**config.mk**
```make
export PLATFORM = sky130hd
export DESIGN_NAME = fetch_stage
export DESIGN_NICKNAME = d
export VERILOG_FILES = /design/src/rtl/pipe_pkg.sv /design/src/rtl/if_id_reg.sv /design/src/rtl/fetch_stage.sv
export SDC_FILE = /design/constraint.sdc
export NUM_CORES = 1
export LEC_CHECK = 0
export CAP_MARGIN = 15
export CORE_UTILIZATION = 35
export CTS_CLUSTER_DIAMETER = 200
export DETAILED_ROUTE_END_ITERATION = 7
export GPL_ROUTABILITY_DRIVEN = 0
export PLACE_DENSITY = 0.58
export RECOVER_POWER = 50
export REMOVE_ABC_BUFFERS = 1
export SKIP_LAST_GASP = 1
export SLEW_MARGIN = 20
export SYNTH_ARGS = -nofsm -noshare
export SYNTH_HDL_FRONTEND = slang
export SYNTH_HIERARCHICAL = 1
export SYNTH_SLANG_ARGS = --single-unit
```
**constraint.sdc**
```tcl
create_clock -name clk -period 4.4 [get_ports clk]
set_input_delay 1.1 -clock clk [delete_from_list [all_inputs] [get_ports clk]]
set_output_delay 1.1 -clock clk [all_outputs]
set_load 0.1 [all_outputs]
```
**src/rtl/pipe_pkg.sv**
```systemverilog
`default_nettype none
// ============================================================================
// Module      : pipe_pkg
// Description : Constants shared by the pipeline stages. These are the
//               datapath width, the instruction width, the reset PC and the
//               bubble encoding that decode recognises as "no instruction".
// Revision    : 1.0 - initial release
// ============================================================================
package pipe_pkg;

  // Address/data width of the core.
  localparam int XLEN = 32;

  // Instruction word width. This is also the IF/ID instr field width.
  localparam int ILEN = 32;

  // PC loaded on reset.
  localparam logic [XLEN-1:0] RESET_PC = 32'h0000_0000;

  // Bubble written into IF/ID. This is addi x0,x0,0.
  localparam logic [ILEN-1:0] NOP_INSTR = 32'h0000_0013;

  // IF/ID field widths: pc, pc4, instr, valid.
  localparam int IF_ID_PC_W    = XLEN;
  localparam int IF_ID_PC4_W   = XLEN;
  localparam int IF_ID_INSTR_W = ILEN;
  localparam int IF_ID_VALID_W = 1;

endpackage : pipe_pkg
`default_nettype wire

```
**src/rtl/if_id_reg.sv**
```systemverilog
`default_nettype none
// ============================================================================
// Module      : if_id_reg
// Description : IF/ID pipeline register with bubble, hold and load controls.
//               If both bubble and hold are asserted, the bubble wins.
//               A bubble loads NOP_INSTR with valid=0. The bubble still
//               records the pc/pc4 that were presented.
// Ports       : clk, rst        - clock, async active-high reset
//               i_hold          - keep current contents
//               i_bubble        - load a bubble
//               i_pc/i_pc4      - PC and PC+4 of the incoming word
//               i_instr         - incoming instruction word
//               o_pc/o_pc4/o_instr/o_valid - registered IF/ID contents
//               o_load_valid    - a real instruction is loaded this cycle
// Revision    : 1.0 - initial release
// ============================================================================
module if_id_reg #(
  parameter int                          XLEN      = pipe_pkg::XLEN,
  parameter logic [pipe_pkg::ILEN-1:0]   NOP_INSTR = pipe_pkg::NOP_INSTR
) (
  input  logic                      clk,
  input  logic                      rst,
  input  logic                      i_hold,
  input  logic                      i_bubble,
  input  logic [XLEN-1:0]           i_pc,
  input  logic [XLEN-1:0]           i_pc4,
  input  logic [pipe_pkg::ILEN-1:0] i_instr,
  output logic [XLEN-1:0]           o_pc,
  output logic [XLEN-1:0]           o_pc4,
  output logic [pipe_pkg::ILEN-1:0] o_instr,
  output logic                      o_valid,
  output logic                      o_load_valid
);

  logic [XLEN-1:0]           r_pc;
  logic [XLEN-1:0]           r_pc4;
  logic [pipe_pkg::ILEN-1:0] r_instr;
  logic                      r_valid;

  assign o_load_valid = !i_bubble && !i_hold;

  always_ff @(posedge clk or posedge rst) begin
    if (rst) begin
      r_pc    <= '0;
      r_pc4   <= '0;
      r_instr <= NOP_INSTR;
      r_valid <= 1'b0;
    end else if (i_bubble) begin
      r_pc    <= i_pc;
      r_pc4   <= i_pc4;
      r_instr <= NOP_INSTR;
      r_valid <= 1'b0;
    end else if (!i_hold) begin
      r_pc    <= i_pc;
      r_pc4   <= i_pc4;
      r_instr <= i_instr;
      r_valid <= 1'b1;
    end
  end

  assign o_pc    = r_pc;
  assign o_pc4   = r_pc4;
  assign o_instr = r_instr;
  assign o_valid = r_valid;

endmodule : if_id_reg
`default_nettype wire

```
**src/rtl/fetch_stage.sv**
```systemverilog
`default_nettype none
// ============================================================================
// Module      : fetch_stage
// Description : Instruction-fetch stage. It holds the PC and drives the
//               instruction-memory address. It registers the fetched word
//               into IF/ID and counts the valid fetches.
//               A redirect has priority over a stall for the next PC.
//               A redirect or a flush turns the IF/ID load into a bubble.
// Ports       : clk, rst            - clock, async active-high reset
//               stall_i             - hold PC and IF/ID
//               flush_i             - bubble into IF/ID, PC unaffected
//               redirect_i          - taken branch/jump from EX
//               redirect_pc_i       - redirect target (low 2 bits ignored)
//               imem_addr_o         - instruction-memory address (= PC)
//               imem_rdata_i        - combinational read of imem_addr_o
//               if_id_pc_o/_pc4_o   - PC / PC+4 of the IF/ID instruction
//               if_id_instr_o       - IF/ID instruction
//               if_id_valid_o       - IF/ID holds a real instruction
//               fetch_count_o       - valid instructions loaded into IF/ID
// Revision    : 1.0 - initial release
// ============================================================================
module fetch_stage #(
  parameter int                        XLEN      = pipe_pkg::XLEN,
  parameter logic [XLEN-1:0]           RESET_PC  = XLEN'(pipe_pkg::RESET_PC),
  parameter logic [pipe_pkg::ILEN-1:0] NOP_INSTR = pipe_pkg::NOP_INSTR
) (
  input  logic                      clk,
  input  logic                      rst,
  input  logic                      stall_i,
  input  logic                      flush_i,
  input  logic                      redirect_i,
  input  logic [XLEN-1:0]           redirect_pc_i,
  output logic [XLEN-1:0]           imem_addr_o,
  input  logic [pipe_pkg::ILEN-1:0] imem_rdata_i,
  output logic [XLEN-1:0]           if_id_pc_o,
  output logic [XLEN-1:0]           if_id_pc4_o,
  output logic [pipe_pkg::ILEN-1:0] if_id_instr_o,
  output logic                      if_id_valid_o,
  output logic [31:0]               fetch_count_o
);

  import pipe_pkg::*;

  logic [XLEN-1:0] r_pc;
  logic [XLEN-1:0] w_pc4;
  logic [XLEN-1:0] w_redirect_pc;
  logic [XLEN-1:0] w_pc_next;
  logic [31:0]     r_fetch_count;
  logic            w_load_valid;

  // The addition wraps naturally: 0xFFFF_FFFC + 4 = 0.
  assign w_pc4 = r_pc + XLEN'(4);

  // Instructions are word aligned, so the low target bits are dropped.
  assign w_redirect_pc = {redirect_pc_i[XLEN-1:2], 2'b00};

  always_comb begin
    w_pc_next = w_pc4;
    if (redirect_i) begin
      w_pc_next = w_redirect_pc;
    end else if (stall_i) begin
      w_pc_next = r_pc;
    end
  end

  always_ff @(posedge clk or posedge rst) begin
    if (rst) begin
      r_pc <= RESET_PC;
    end else begin
      r_pc <= w_pc_next;
    end
  end

  assign imem_addr_o = r_pc;

  if_id_reg #(
    .XLEN      (XLEN),
    .NOP_INSTR (NOP_INSTR)
  ) u_if_id_reg (
    .clk          (clk),
    .rst          (rst),
    .i_hold       (stall_i),
    .i_bubble     (redirect_i | flush_i),
    .i_pc         (r_pc),
    .i_pc4        (w_pc4),
    .i_instr      (imem_rdata_i),
    .o_pc         (if_id_pc_o),
    .o_pc4        (if_id_pc4_o),
    .o_instr      (if_id_instr_o),
    .o_valid      (if_id_valid_o),
    .o_load_valid (w_load_valid)
  );

  // The counter advances only when IF/ID takes a real instruction.
  // It wraps 0xFFFF_FFFF -> 0.
  always_ff @(posedge clk or posedge rst) begin
    if (rst) begin
      r_fetch_count <= '0;
    end else if (w_load_valid) begin
      r_fetch_count <= r_fetch_count + 32'd1;
    end
  end

  assign fetch_count_o = r_fetch_count;

endmodule : fetch_stage
`default_nettype wire

```
### Word-level counts from Yosys, hierarchy flattened

Cells that the tools add are included.

| storage, ports and cells | value |
|---|---|
| logic and storage cells | 23 |
| flip-flop bits (word level) | 161 |
| input bits | 69 |
| output and inout port bits | 161 |

| cells by class | value |
|---|---|
| reductions and logical operators | 3 |
| mux-type cells | 9 |
| eq/ne operators | 2 |
| add/sub/neg operators | 2 |
| bitwise logic cells | 1 |

Operators by type and width:

| kind | number |
|---|---|
| $mux W32 | 7 |
| $add A32 B1 Y32 const B | 1 |
| $add A32 B3 Y32 const B | 1 |
| $ne A2 B1 Y1 const B | 2 |
| $logic_not A1 Y1 | 2 |
| $mux W1 | 2 |
| $logic_and A1 B1 Y1 | 1 |
| $or A1 B1 Y1 | 1 |

### Longest topological paths before layout

| depth | value |
|---|---|
| word-level depth | 3 |
| mapped depth | 11 |
| mapped depth without buffers | 6 |

### By module

The synthesis kept the hierarchy.

By module, submodules not included:

| module | instances | area an instance (um^2) | seq. area each (um^2) | cells each |
|---|---|---|---|---|
| if_id_reg | 1 | 4043.9 | 2431.1 | 245 |
| fetch_stage | 1 | 3828.7 | 1551.5 | 433 |

### Least setup slack after synthesis

No wires, ideal clock.

| timing | value |
|---|---|
| path kind | input port to flip-flop |
| from | in redirect_i |
| to | reg r_fetch_count[31], in the netlist fetch_count_o[31] |
| library setup time | 158 ps |
| path buffers | 5 |
| data required time | 4242 ps |
| setup slack | 812 ps |
| stages on the path | 11 |
| arrival | 3431 ps |
| cells stage by stage | clkbuf_1 clkbuf_1 or2_2 buf_6 clkbuf_1 nor2_1 clkbuf_1 nand4_1 nor4_1 nand4_1 xnor2_1 |

| between the ends | value |
|---|---|
| cells in the longest elaborated chain, start to end | 3 |

RTL lines:

| element | line | source |
|---|---|---|
| start, declared | fetch_stage.sv:31 | `input logic redirect_i,` |
| $or A1 B1 Y1 | fetch_stage.sv:83 | `.i_bubble (redirect_i \| flush_i),` |
| $logic_not A1 Y1 | if_id_reg.sv:40 | `assign o_load_valid = !i_bubble && !i_hold;` |
| $logic_and A1 B1 Y1 | if_id_reg.sv:40 |  |
| net w_load_valid | fetch_stage.sv:49 | `logic w_load_valid;` |
| end signal, assigned | fetch_stage.sv:100 | `r_fetch_count <= r_fetch_count + 32'd1;` |
| end, declared | fetch_stage.sv:48 | `logic [31:0] r_fetch_count;` |

The timed path passes the listed nets, and every way through them passes these cells.
A chain may end at the register's enable or synchronous reset.

### Worst setup path in the final report

| timing | value |
|---|---|
| from | in stall_i |
| to | reg u_if_id_reg.r_instr, in the netlist u_if_id_reg/o_instr[0] |

| between the ends | value |
|---|---|
| cells in the longest elaborated chain, start to end | 1 |

RTL lines:

| element | line | source |
|---|---|---|
| start, declared | fetch_stage.sv:29 | `input logic stall_i,` |
| $ne A2 B1 Y1 (no source line) | - |  |
| end signal, assigned | if_id_reg.sv:56 | `r_instr <= i_instr;` |
| end, declared | if_id_reg.sv:37 | `logic [pipe_pkg::ILEN-1:0] r_instr;` |

No other way between the ends.

==> results.json <==
{
  "crit_arrival_ns": 3.71,
  "ys_types": 53,
  "gr-total-overflow": 0,
  "place_ws_ns": 0.9259,
  "antenna_cells": 0,
  "viasPerCell": 4.992,
  "start_kind": "input port",
  "grt_pass1_wl_mm": 34.05,
  "postRouteWirelength_mm": 20.93,
  "clk_latency_ns": 0.42,
  "fin_skew_ns": 0.01200,
  "max-cap-violations": 2,
  "grt_pass1_vias": 5937,
  "endpoint": "u_if_id_reg/o_instr[0]",
  "hold_class": "flip-flop to flip-flop",
  "power_density_nw_per_um2": 457.0,
  "p_leak_uw": 0.004531,
  "vias": 5940,
  "hold_violations": 0,
  "final_util_pct": 49.09,
  "r2r_slack_ns": 1.84,
  "crit_type": "input port to flip-flop",
  "violations": "design-rule violations, max-capacitance violations, max-slew violations",
  "timing.slew.headroom_pct": -52.05,
  "drc": 32,
  "fin_nets": 968,
  "cp.required_ns": 4.75,
  "die_height_um": 152.0,
  "postSynth.asyncResetShare_pct": 100.0,
  "critPathMaxStageDelay_ns": 1.17,
  "rr_worst_depth": 6,
  "max_freq_mhz": 298.2,
  "area_delta_synth_final_pct": 36.94,
  "timing.rr.end": "u_if_id_reg/o_pc4[28]",
  "start_util_pct": 35.85,
  "cts_resized": 0,
  "fin_crit_ns": 3.354,
  "core_area_sq_um": 21960,
  "clkSinkCount": 159,
  "syn_inst": 678,
  "cts_root_buf": "clkbuf_16",
  "startpoint": "stall_i",
  "avgRoutedWirePerCell_um": 17.59,
  "end_kind": "flip-flop",
  "ys_ff_latch": 159,
  "row_count": 54,
  "vdd_drop_max_mv": 0.4340,
  "cpMostUsedCell": "clkbuf_1",
  "fp.dieW_um": 152.0,
  "place_hpwl_mm": 14.88,
  "cts_buffer_depth": 2,
  "cpLargestDelayFamily": "buffers and inverters",
  "portBuffers": 225,
  "status": "finished with violations",
  "first_pass_iters": 8,
  "yosysMostFrequentCell": "dfrtp_1",
  "setup_viol": 0,
  "slew_violations": 71,
  "critPathMaxFanout": 24,
  "p_total_uw": 4927,
  "antenna_found_initial": 0,
  "first_iter_violations": 304,
  "ys.flop_type": "dfrtp_1",
  "synth_warnings": 6,
  "grt_max_degree": 56,
  "p_int_uw": 2869,
  "final.period_utilization_pct": 76.23,
  "synth_area_per_cell_sq_um": 11.61,
  "htree_levels": 4,
  "drive_gt1_share_pct": 10.99,
  "grt_usage_pct": 18.88,
  "die_area_sq_um": 23100,
  "synth_top_area_cell": "dfrtp_1",
  "reg2reg_from": "imem_addr_o[2]",
  "critical_path.slowest_cell": "clkbuf_1",
  "seqPwrFrac_pct": 35.6,
  "synth-edff-count": 0,
  "cp_num_buf_inv": 2,
  "rsz0062_at_grt": "no",
  "antenna_left": 0,
  "seq_area_frac_synth_pct": 50.59,
  "finalSetupTns_ns": 0,
  "tightestPinTransition_ns": 2.268,
  "ios": 230,
  "numCtsBuffers": 17,
  "cts_setup_buffers": 0,
  "yosys-top-cells-area": "dfrtp_1 50%, mux2_4 11%, xnor2_1 5.5%, mux2i_1 3.8%, nor2_1 2.6%",
  "synth_commonest_cells": "156 x dfrtp_1, 60 x mux2_4, 55 x nor2_1, 49 x xnor2_1, 44 x nand2_1",
  "ctsHoldBuffers": 0,
  "setup_ws_ns": 1.046,
  "cts.reportedPaths.clkPinSlew_ns": 0.07,
  "synth_top_area_share_pct": 49.59,
  "synth_area_sq_um": 7873,
  "switching_share_pct": 41.77,
  "power_frac_comb_pct": 34.8,
  "hold-worst-slack_ns": 0.4815,
  "cts_tree": "built",
  "cp.depth": 4,
  "crit_chain": "clkbuf_1, clkbuf_1, nor2b_1, a211o_1",
  "p_clk_share_pct": 29.6,
  "p_sw_uw": 2058
}
how the worst min path moves through the flow:
stage                           start                     end  slack, ns  depth (start not counted)
2_1_floorplan  u_if_id_reg/o_instr[0]  u_if_id_reg/o_instr[0]       0.87                          1
3_3_place_gp        fetch_count_o[31]       fetch_count_o[31]       0.47                          1
3_5_place_dp        fetch_count_o[31]       fetch_count_o[31]       0.48                          1
4_1_cts             fetch_count_o[31]       fetch_count_o[31]       0.49                          1
5_1_grt             fetch_count_o[31]       fetch_count_o[31]       0.50                          1
6_report            fetch_count_o[31]       fetch_count_o[31]       0.48                          1
routing by layer:
layer  vias to the layer above  wire length (um)  GRT usage (%)
met1                      2912              9495          25.30
met4                         0               172          4.859
met3                        13              1497          5.847
li1                       2832                 -              -
met5                         -                 0              0
met2                       183              9764          29.61
logic make-up after synthesis:
family	count (synthesis)	share of synthesized area, %
AO/OA/AOI/OAI	49	4.069
buffers and inverters	52	4.466
XOR/XNOR	69	7.676
multiplexers	95	15.97
adder cells (fa/ha/maj)	2	0.3178
other	1	0.04763
AND/OR/NAND/NOR	251	16.86
flip-flops	159	50.59
sequential cells by signal, indices dropped and copies added (netlist names):
signal / flops
fetch_count_o: 32
u_if_id_reg/o_pc: 32
u_if_id_reg/o_instr: 32
u_if_id_reg/o_valid: 1
u_if_id_reg/o_pc4: 32
imem_addr_o: 30
cells in the final DEF, fill, tap and decap left out, types with 3 or more instances in the layout:
master	n
inv_6	3
or4_1	8
nand4_1	27
clkinv_4	5
nor2b_1	8
dfstp_2	3
clkdlybuf4s50_1	222
a21oi_1	3
clkbuf_16	17
or2_2	3
a22oi_1	5
and2_1	7
clkbuf_1	5
and4_1	9
buf_4	6
xor2_1	20
o31ai_1	6
xnor2_1	49
mux2_4	45
and3_1	5
nor3_1	25
nor2_1	55
nand2_1	44
nand3_1	38
a211o_1	4
o211ai_1	3
a31oi_1	7
mux2i_1	30
dfrtp_1	156
nor4_1	7
conb_1	6
inv_1	8
mux2_1	19
o21ai_0	17
power groups by stage:
stage	combinational (uW)	sequential [uW]	clock, uW
after detailed placement	1740	1780	0
final	1710	1750	1460
after CTS	1740	1760	1510
after floorplan	314	2730	0
after global placement	1730	1780	0
after global routing	1780	1780	1570
stage by stage:
step           instances  cell area [sq um]
2_1_floorplan        641               7577
3_3_place_gp        1158              10270
3_5_place_dp        1158              10270
4_1_cts             1190              10860
5_1_grt             1190              10780
6_report            1190              10780
cell type report:
type / instances / area (sq um)
Sequential cell: 159 / 3983
Timing Repair Buffer: 237 / 2326
Multi-Input combinational cell: 472 / 3501
Inverter: 10 / 38.79
Clock buffer: 19 / 452.9
Tap cell: 280 / 350.3
Clock inverter: 13 / 128.9
Fill cell: 2043 / 11180
Power figures use the tool's default switching activity.
